===== config.mk =====
export PLATFORM = sky130hd
export DESIGN_NAME = cv32e40p_recovery_sequencer_flat
export DESIGN_NICKNAME = d
export VERILOG_FILES = /design/src/rtl/cv32e40p_recovery_sequencer_if.sv /design/src/rtl/cv32e40p_recovery_sequencer.sv /design/src/flat_wrapper.sv
export SDC_FILE = /design/constraint.sdc
export NUM_CORES = 1
export LEC_CHECK = 0
export ABC_AREA = 0
export BUFFER_PORTS_ARGS = -buffer_cell sky130_fd_sc_hd__buf_2
export CAP_MARGIN = 20
export CORE_ASPECT_RATIO = 0.9
export CORE_MARGIN = 1.5
export CORE_UTILIZATION = 31
export DETAILED_ROUTE_END_ITERATION = 8
export GPL_ROUTABILITY_DRIVEN = 0
export MAX_ROUTING_LAYER = met4
export PLACE_DENSITY = 0.72
export SKIP_CTS_REPAIR_TIMING = 1
export SYNTH_ARGS = -nofsm -noshare
export SYNTH_HDL_FRONTEND = slang
export SYNTH_SLANG_ARGS = --single-unit

===== constraint.sdc =====
create_clock -name clk_i -period 1.9 [get_ports clk_i]
set_input_delay 0.19 -clock clk_i [delete_from_list [all_inputs] [get_ports clk_i]]
set_output_delay 0.19 -clock clk_i [all_outputs]
set_load 0.05 [all_outputs]

===== src/rtl/cv32e40p_recovery_sequencer_if.sv =====
// Handshake and data bundle between the recovery sequencer and the core/backup RF.
// The master side is the fault logic plus the backup RF; the slave side is the sequencer.
interface cv32e40p_recovery_sequencer_if #(
    parameter int NUM_WPORTS = 2,
    parameter int ADDR_WIDTH = 6,
    parameter int CNT_WIDTH  = 8
);
    logic                             start_i;
    logic                             busy_o;
    logic                             done_o;
    logic                             setback_o;
    logic                             recover_o;
    logic [NUM_WPORTS*ADDR_WIDTH-1:0] backup_raddr_o;
    logic [NUM_WPORTS*32-1:0]         backup_rdata_i;
    logic [NUM_WPORTS-1:0]            regfile_we_o;
    logic [NUM_WPORTS*ADDR_WIDTH-1:0] regfile_waddr_o;
    logic [NUM_WPORTS*32-1:0]         regfile_wdata_o;
    logic                             csr_recover_o;
    logic                             pc_recover_o;
    logic [CNT_WIDTH-1:0]             recovery_count_o;

    modport master (
        output start_i, backup_rdata_i,
        input  busy_o, done_o, setback_o, recover_o, backup_raddr_o,
               regfile_we_o, regfile_waddr_o, regfile_wdata_o,
               csr_recover_o, pc_recover_o, recovery_count_o
    );

    modport slave (
        input  start_i, backup_rdata_i,
        output busy_o, done_o, setback_o, recover_o, backup_raddr_o,
               regfile_we_o, regfile_waddr_o, regfile_wdata_o,
               csr_recover_o, pc_recover_o, recovery_count_o
    );
endinterface


===== src/rtl/cv32e40p_recovery_sequencer.sv =====
// Rolls the cv32e40p architectural state back from the checkpoint RF:
// setback, N-port RF restore, then CSR and PC recovery strobes.
module cv32e40p_recovery_sequencer #(
    parameter int NUM_REGS       = 32,
    parameter int NUM_WPORTS     = 2,
    parameter int ADDR_WIDTH     = 6,
    parameter int SETBACK_CYCLES = 2,
    parameter int CNT_WIDTH      = 8
) (
    input logic                          clk_i,
    input logic                          rst_i,
    cv32e40p_recovery_sequencer_if.slave bus
);
    localparam int          GROUPS       = (NUM_REGS + NUM_WPORTS - 1) / NUM_WPORTS;
    localparam int          STEP_MAX     = (GROUPS > SETBACK_CYCLES) ? GROUPS : SETBACK_CYCLES;
    localparam int          STEP_W       = $clog2(STEP_MAX + 1);
    localparam int unsigned NUM_REGS_U   = NUM_REGS;
    localparam int unsigned NUM_WPORTS_U = NUM_WPORTS;

    typedef enum logic [2:0] {
        S_IDLE,
        S_SETBACK,
        S_RF_READ,
        S_RF_DRAIN,
        S_CSR,
        S_PC,
        S_DONE
    } state_t;

    state_t                               state;
    state_t                               state_next;
    logic [STEP_W-1:0]                    step;
    logic [CNT_WIDTH-1:0]                 count;
    logic [NUM_WPORTS-1:0][ADDR_WIDTH-1:0] rd_addr;
    logic [NUM_WPORTS-1:0][ADDR_WIDTH-1:0] wr_addr;
    logic [NUM_WPORTS-1:0]                rd_valid;
    logic [NUM_WPORTS-1:0]                wr_we;
    logic                                 wr_active;

    // step counts cycles within SETBACK and RF_READ; cleared on every state change
    always_ff @(posedge clk_i or posedge rst_i) begin
        if (rst_i) begin
            state <= S_IDLE;
            step  <= '0;
        end else begin
            state <= state_next;
            if (state_next != state || state == S_IDLE) begin
                step <= '0;
            end else begin
                step <= step + STEP_W'(1);
            end
        end
    end

    always_comb begin
        state_next = state;
        unique case (state)
            S_IDLE:     if (bus.start_i) state_next = S_SETBACK;
            S_SETBACK:  if (step == STEP_W'(SETBACK_CYCLES - 1)) state_next = S_RF_READ;
            S_RF_READ:  if (step == STEP_W'(GROUPS - 1)) state_next = S_RF_DRAIN;
            S_RF_DRAIN: state_next = S_CSR;
            S_CSR:      state_next = S_PC;
            S_PC:       state_next = S_DONE;
            S_DONE:     state_next = bus.start_i ? S_SETBACK : S_IDLE;
            default:    state_next = S_IDLE;
        endcase
    end

    // Group g on port p reads register g*NUM_WPORTS+p; x0 and padding slots are not written back
    always_comb begin
        int unsigned idx;
        idx      = '0;
        rd_addr  = '0;
        rd_valid = '0;
        if (state == S_RF_READ) begin
            for (int unsigned p = 0; p < NUM_WPORTS_U; p++) begin
                idx         = 32'(step) * NUM_WPORTS_U + p;
                rd_addr[p]  = ADDR_WIDTH'(idx);
                rd_valid[p] = (idx != 0) && (idx < NUM_REGS_U);
            end
        end
    end

    // Address/enable are registered to line up with the 1-cycle backup RF read latency
    always_ff @(posedge clk_i or posedge rst_i) begin
        if (rst_i) begin
            wr_active <= 1'b0;
            wr_addr   <= '0;
            wr_we     <= '0;
        end else begin
            wr_active <= (state == S_RF_READ);
            wr_addr   <= rd_addr;
            wr_we     <= rd_valid;
        end
    end

    always_ff @(posedge clk_i or posedge rst_i) begin
        if (rst_i) begin
            count <= '0;
        end else if (state == S_DONE && count != '1) begin
            count <= count + CNT_WIDTH'(1);
        end
    end

    always_comb begin
        bus.busy_o           = (state != S_IDLE);
        bus.setback_o        = (state == S_SETBACK) || (state == S_RF_READ);
        bus.recover_o        = (state == S_RF_READ) || (state == S_RF_DRAIN) ||
                               (state == S_CSR)     || (state == S_PC);
        bus.csr_recover_o    = (state == S_CSR);
        bus.pc_recover_o     = (state == S_PC);
        bus.done_o           = (state == S_DONE);
        bus.backup_raddr_o   = rd_addr;
        bus.regfile_we_o     = wr_we;
        bus.regfile_waddr_o  = wr_addr;
        bus.regfile_wdata_o  = wr_active ? bus.backup_rdata_i : '0;
        bus.recovery_count_o = count;
    end
endmodule


===== src/flat_wrapper.sv =====
// flat-port wrapper written by rule: the top's interface ports become plain ports
module cv32e40p_recovery_sequencer_flat 
#(
    parameter int NUM_REGS       = 32,
    parameter int NUM_WPORTS     = 2,
    parameter int ADDR_WIDTH     = 6,
    parameter int SETBACK_CYCLES = 2,
    parameter int CNT_WIDTH      = 8
)
  (clk_i, rst_i, bus_start_i, bus_backup_rdata_i, bus_busy_o, bus_done_o, bus_setback_o, bus_recover_o, bus_backup_raddr_o, bus_regfile_we_o, bus_regfile_waddr_o, bus_regfile_wdata_o, bus_csr_recover_o, bus_pc_recover_o, bus_recovery_count_o);
  cv32e40p_recovery_sequencer_if #(.NUM_WPORTS(NUM_WPORTS), .ADDR_WIDTH(ADDR_WIDTH), .CNT_WIDTH(CNT_WIDTH)) bus_i ();
  input logic clk_i;
  input logic rst_i;
  input wire logic [$bits(bus_i.start_i)-1:0] bus_start_i;
  input wire logic [$bits(bus_i.backup_rdata_i)-1:0] bus_backup_rdata_i;
  output wire logic [$bits(bus_i.busy_o)-1:0] bus_busy_o;
  output wire logic [$bits(bus_i.done_o)-1:0] bus_done_o;
  output wire logic [$bits(bus_i.setback_o)-1:0] bus_setback_o;
  output wire logic [$bits(bus_i.recover_o)-1:0] bus_recover_o;
  output wire logic [$bits(bus_i.backup_raddr_o)-1:0] bus_backup_raddr_o;
  output wire logic [$bits(bus_i.regfile_we_o)-1:0] bus_regfile_we_o;
  output wire logic [$bits(bus_i.regfile_waddr_o)-1:0] bus_regfile_waddr_o;
  output wire logic [$bits(bus_i.regfile_wdata_o)-1:0] bus_regfile_wdata_o;
  output wire logic [$bits(bus_i.csr_recover_o)-1:0] bus_csr_recover_o;
  output wire logic [$bits(bus_i.pc_recover_o)-1:0] bus_pc_recover_o;
  output wire logic [$bits(bus_i.recovery_count_o)-1:0] bus_recovery_count_o;
  assign bus_i.start_i = bus_start_i;
  assign bus_i.backup_rdata_i = bus_backup_rdata_i;
  assign bus_busy_o = bus_i.busy_o;
  assign bus_done_o = bus_i.done_o;
  assign bus_setback_o = bus_i.setback_o;
  assign bus_recover_o = bus_i.recover_o;
  assign bus_backup_raddr_o = bus_i.backup_raddr_o;
  assign bus_regfile_we_o = bus_i.regfile_we_o;
  assign bus_regfile_waddr_o = bus_i.regfile_waddr_o;
  assign bus_regfile_wdata_o = bus_i.regfile_wdata_o;
  assign bus_csr_recover_o = bus_i.csr_recover_o;
  assign bus_pc_recover_o = bus_i.pc_recover_o;
  assign bus_recovery_count_o = bus_i.recovery_count_o;
  cv32e40p_recovery_sequencer #(.NUM_REGS(NUM_REGS), .NUM_WPORTS(NUM_WPORTS), .ADDR_WIDTH(ADDR_WIDTH), .SETBACK_CYCLES(SETBACK_CYCLES), .CNT_WIDTH(CNT_WIDTH)) u_core (.clk_i(clk_i), .rst_i(rst_i), .bus(bus_i));
endmodule

Yosys cells after proc, flatten, opt, wreduce, memory -nomap -nowiden
Index checks and enable logic that the tools add are counted.
- flip-flop bits (word level): 31
- logic and storage cells: 43
- $add $sub $neg: 3
- magnitude comparators: 2
- equal/unequal tests: 10
- mux-type cells: 9
- reduce and logical (&&, ||, !) cells: 12
- operator list (cell ; number):
    64-bit two-way mux ; 1
    32-bit nonzero test ; 2
    32-bit by 6-bit less-than comparator with 1-bit output (second input constant) ; 1
    3-bit case mux with 7 select lines ; 1
    12-bit two-way mux ; 1
    3-bit == test (second input constant) ; 3
    3-bit two-way mux ; 3
    8-bit by 1-bit adder with 8-bit output (second input constant) ; 1
    8-bit inequality test (second input constant) ; 1
    6-bit by 1-bit adder with 7-bit output (second input constant) ; 1
    3-bit by 2-bit == test with 1-bit output (second input constant) ; 2
    6-bit less-than comparator (second input constant) ; 1
    5-bit by 1-bit adder with 5-bit output (second input constant) ; 1
    5-bit by 1-bit == test with 1-bit output (second input constant) ; 1
    5-bit by 4-bit == test with 1-bit output (second input constant) ; 1
    1-bit logical OR ; 5
    5-bit two-way mux ; 1
    3-bit by 1-bit == test with 1-bit output (second input constant) ; 1
    1-bit logical AND ; 3
    3-bit logical NOT ; 1
    3-bit inequality test ; 1
    3-bit nonzero test ; 1
    2-bit two-way mux ; 1
    1-bit two-way mux ; 1

Depth between registers and ports, before layout
- depth in word-level cells: 6
- mapped depth: 6
- gate-level depth less buffers: 6

Worst setup path before layout
Ideal clock, no wire load.
- kind: reg2out
- from: reg u_core.state[1]
- to: out bus_backup_raddr_o[11]
- arrival: 1.793 ns
- data required time: 1.710 ns
- slack: -0.083 ns
- cell stages (with the launch flop): 5
- cells stage by stage: dfrtp_1 -> buf_2 -> nand2_1 -> nor2_1 -> buf_4
- cells in the longest elaborated chain, start to end: 2
- ends and longest elaborated chain (element ; line ; source):
    from (decl) ; cv32e40p_recovery_sequencer.sv:30 ; state_t state;
    from (signal assigned) ; cv32e40p_recovery_sequencer.sv:46 ; state <= state_next;
    3-bit by 2-bit == test with 1-bit output ; cv32e40p_recovery_sequencer.sv:75 ; if (state == S_RF_READ) begin
    12-bit two-way mux ; cv32e40p_recovery_sequencer.sv:75 ;
    to (decl) ; flat_wrapper.sv:20 ; output wire logic [$bits(bus_i.backup_raddr_o)-1:0] bus_backup_raddr_o;
Every way passes these cells.

Final worst setup path
- from: reg u_core.state[0]
- to: out bus_backup_raddr_o[2]
The elaborated chain is that of the path after synthesis.

==> summary.md <==
| Metric | Value |
|---|---|
| Number of synthesized flops with an enable pin | `0` |
| WP data required | `1.71 ns` |
| WL per Instance | `14.4 µm` |
| Clock Power Share | `13.6%` |
| Sequential share of power | `22.2%` |
| Average vias per placed instance | `4.54` |
| IO Port Bufs | `168` |
| Sw Share | `57.2%` |
| Final WS setup | `0.107 ns` |
| Internal power | `1.40 mW` |
| Total Routing Usage GR | `20.0%` |
| Fin crit share | `between 90% and 100%` |
| Max-cap viol count | `0` |
| Residual DRC count | `0` |
| TritonCTS clock tree | `done` |
| Critical Path Source Type | `register` |
| Initial Util | `roughly a third` |
| FMAX | `558 MHz` |
| Top_reg_cell synth | `dfrtp_1` |
| Reg2reg path depth | `5` |
| Largest net degree at the start of global routing | `40` |
| Hold path startpoint | `bus_start_i` |
| Die ar. | `5830 µm²` |
| Die width | `80.3 µm` |
| Vias in the first global route | `between 1500 and 2000` |
| Post-synthesis sequential area ratio | `36.0%` |
| Leak pwr | `1.61 nW` |
| Area growth syn-to-layout | `55.2%` |
| Avg Cell Area, Syn | `8.78 µm²` |
| Ys async rst share | `100%` |
| Hold crit path type | `primary input to register` |
| Via count | `1874` |
| CTS root buffer | `clkbuf_8` |
| Clock sink count | `24` |
| Standard-cell rows | `25` |
| Die H | `72.6 µm` |
| Min Hold Slack | `0.267 ns` |
| Core area | `5220 µm²` |
| Commonest cells after routing, fill and taps aside | `buf_2 (162), and2_1 (64), dfrtp_1 (23), nor2_1 (10)` |
| Hold Crit Endpoint | `u_core.state[0]` |
| Max-slew violation count | `0` |
| Gate count of the mapped netlist | `190` |
| CP arrival | `1.60 ns` |
| Initial antenna violation count | `0` |
| Clk_lat worst skew | `0.26 ns` |
| Yosys cell types | `36` |
| Psw | `1.87 mW` |
| Clock slew seen by the registers of the worst setup and hold paths | `about 0.090 ns` |
| Most common cell after layout, fill and taps aside | `buf_2` |
| First-pass GRT wire length | `just under 9000 µm` |
| # H-tree levels | `1` |
| Crit Path Class | `register to output port` |
| Fin crit period | `1.79 ns` |
| Power per Cell Area | `approximately 1300 nW/µm²` |
| DRT Pass-1 Iters | `4` |
| Final wirelength | `~6000 µm` |
| Grt ovf | `0` |
| Tot Pwr | `3.28 mW` |
| Iter 0 DRT Violations | `50` |
| Longest Clk Path Bufs | `2` |
| Worst flop-to-flop path endpoint | `u_core.step[1]` |
| Setup slack, reg-to-reg | `0.32 ns` |
| Ant. Diodes | `0` |
| Total clock buffers created by CTS | `3` |
| Antenna-violating nets left | `0` |
| Post-DP HPWL | `4950 µm` |
| Cell Area, Synth | `1670 µm²` |
| Clk_skew | `0.00340 ns` |
| Combinational fraction of design power | `between 60 and 70%` |
| Ports | `171` |
| Layout cell share with drive strength beyond 1 | `53.5%` |
| Warnings, synthesis | `0` |
| Final hold viol count | `0` |
| RSZ-0062 raised after global routing | `yes` |
| # setup viols final | `0` |
| Peak supply drop | `0.000886 V` |
| Setup WS pre-CTS | `0.320 ns` |
| FF+latch count, synth | `24` |
| Crit-path max FO | `9` |
| Total Nets Final | `419` |
| Status | `finished clean` |
| Hold depth | `3` |
| Setup crit end kind | `output port` |
| Reg2reg start | `u_core.step[0]` |
-- metal layers --
metal | vias up | global-route usage [%] | wire length, µm | share of wire [%]
li1 | 920 | - | - | -
met1 | 853 | 25.8 | 2580 | 43
met2 | 95 | 33.3 | 2830 | 47
met3 | 6 | 3.38 | 503 | 8.4
met4 | 0 | 4.02 | 53 | 0.89
met5 | - | - | 0 | 0
-- cells in the mapped netlist, drive strengths merged, types with 3 or more instances --
cell type | count | area share, %
and2 | 65 | 24
dfrtp | 24 | 36
buf | 15 | 6.4
nor2 | 10 | 2.2
clkbuf | 7 | 1.6
inv | 7 | 1.6
nor3 | 6 | 1.8
and3 | 5 | 1.9
ha | 5 | 3.7
nand2 | 5 | 1.1
o21ai | 5 | 1.7
nand3 | 4 | 1.2
a211oi | 3 | 1.3
a21oi | 3 | 0.90
nand4 | 3 | 1.1
xor2 | 3 | 1.6
-- power groups by stage --
stage | logic [mW] | clock network [mW] | registers, mW
5_1_grt | 2.23 | 0.476 | 0.749
6_report | 2.10 | 0.445 | 0.728
3_5_place_dp | 2.11 | 0 | 0.733
3_3_place_gp | 2.10 | 0 | 0.726
2_1_floorplan | 1.53 | 0 | 0.827
4_1_cts | 2.11 | 0.457 | 0.723
-- layout make-up --
type / instances / area (µm²)
inverters: 7 / 26.3
clock inverters: 1 / 30.0
well taps: 67 / 83.8
fillers: 538 / 2630
repair buffers: 173 / 896
flip-flops and latches: 24 / 602
clock buffers: 3 / 41.3
multi-input cells: 138 / 912
-- sequential cells by signal, summed over array words and instances (netlist names) --
register and cells:
u_core.bus.recovery_count_o 8, u_core.step 5, u_core.bus.regfile_we_o 2, u_core.bus.regfile_waddr_o 6
u_core.state 3
-- per-stage QoR --
step                      util (%)  instances  instance area, µm²  TNS (ns)
after floorplan                  -        191                1670    -0.288
after global placement        47.7        408                2490         0
after detailed placement      47.7        408                2490         0
after CTS                     49.1        412                2560         0
after global routing          49.6        413                2590    -0.129
final                         49.6        413                2590         0
-- how the worst max path moves through the flow --
stage                                        end       startpoint  cells after the start  slack, ns
after floorplan           bus_backup_raddr_o[11]  u_core.state[1]                      4      -0.08
after global placement            u_core.step[1]   u_core.step[0]                      5       0.38
after detailed placement          u_core.step[2]   u_core.step[0]                      5       0.32
after CTS                  bus_backup_raddr_o[1]  u_core.state[1]                      3       0.05
after global routing      bus_backup_raddr_o[11]  u_core.state[0]                      4      -0.03
final                      bus_backup_raddr_o[2]  u_core.state[0]                      4       0.11
-- worst max-delay path: stages, from the launching register on --
cell,delay (ns)
dfrtp_1,0.47
nor2_1,0.20
nand2_1,0.18
nor2_1,0.22
clkbuf_4,0.27
-- cells by family after synthesis --
group / Yosys count / share of synthesized area, %
multiplexers: 2 / 1.35
adder cells (fa/ha/maj): 5 / 3.75
flip-flops: 24 / 36.0
AND/OR/NAND/NOR: 106 / 38.2
buffers and inverters: 29 / 9.59
other: 1 / 0.225
AO/OA/AOI/OAI: 18 / 8.32
XOR/XNOR: 5 / 2.62
No activity file was read; power rests on OpenSTA's default activity.
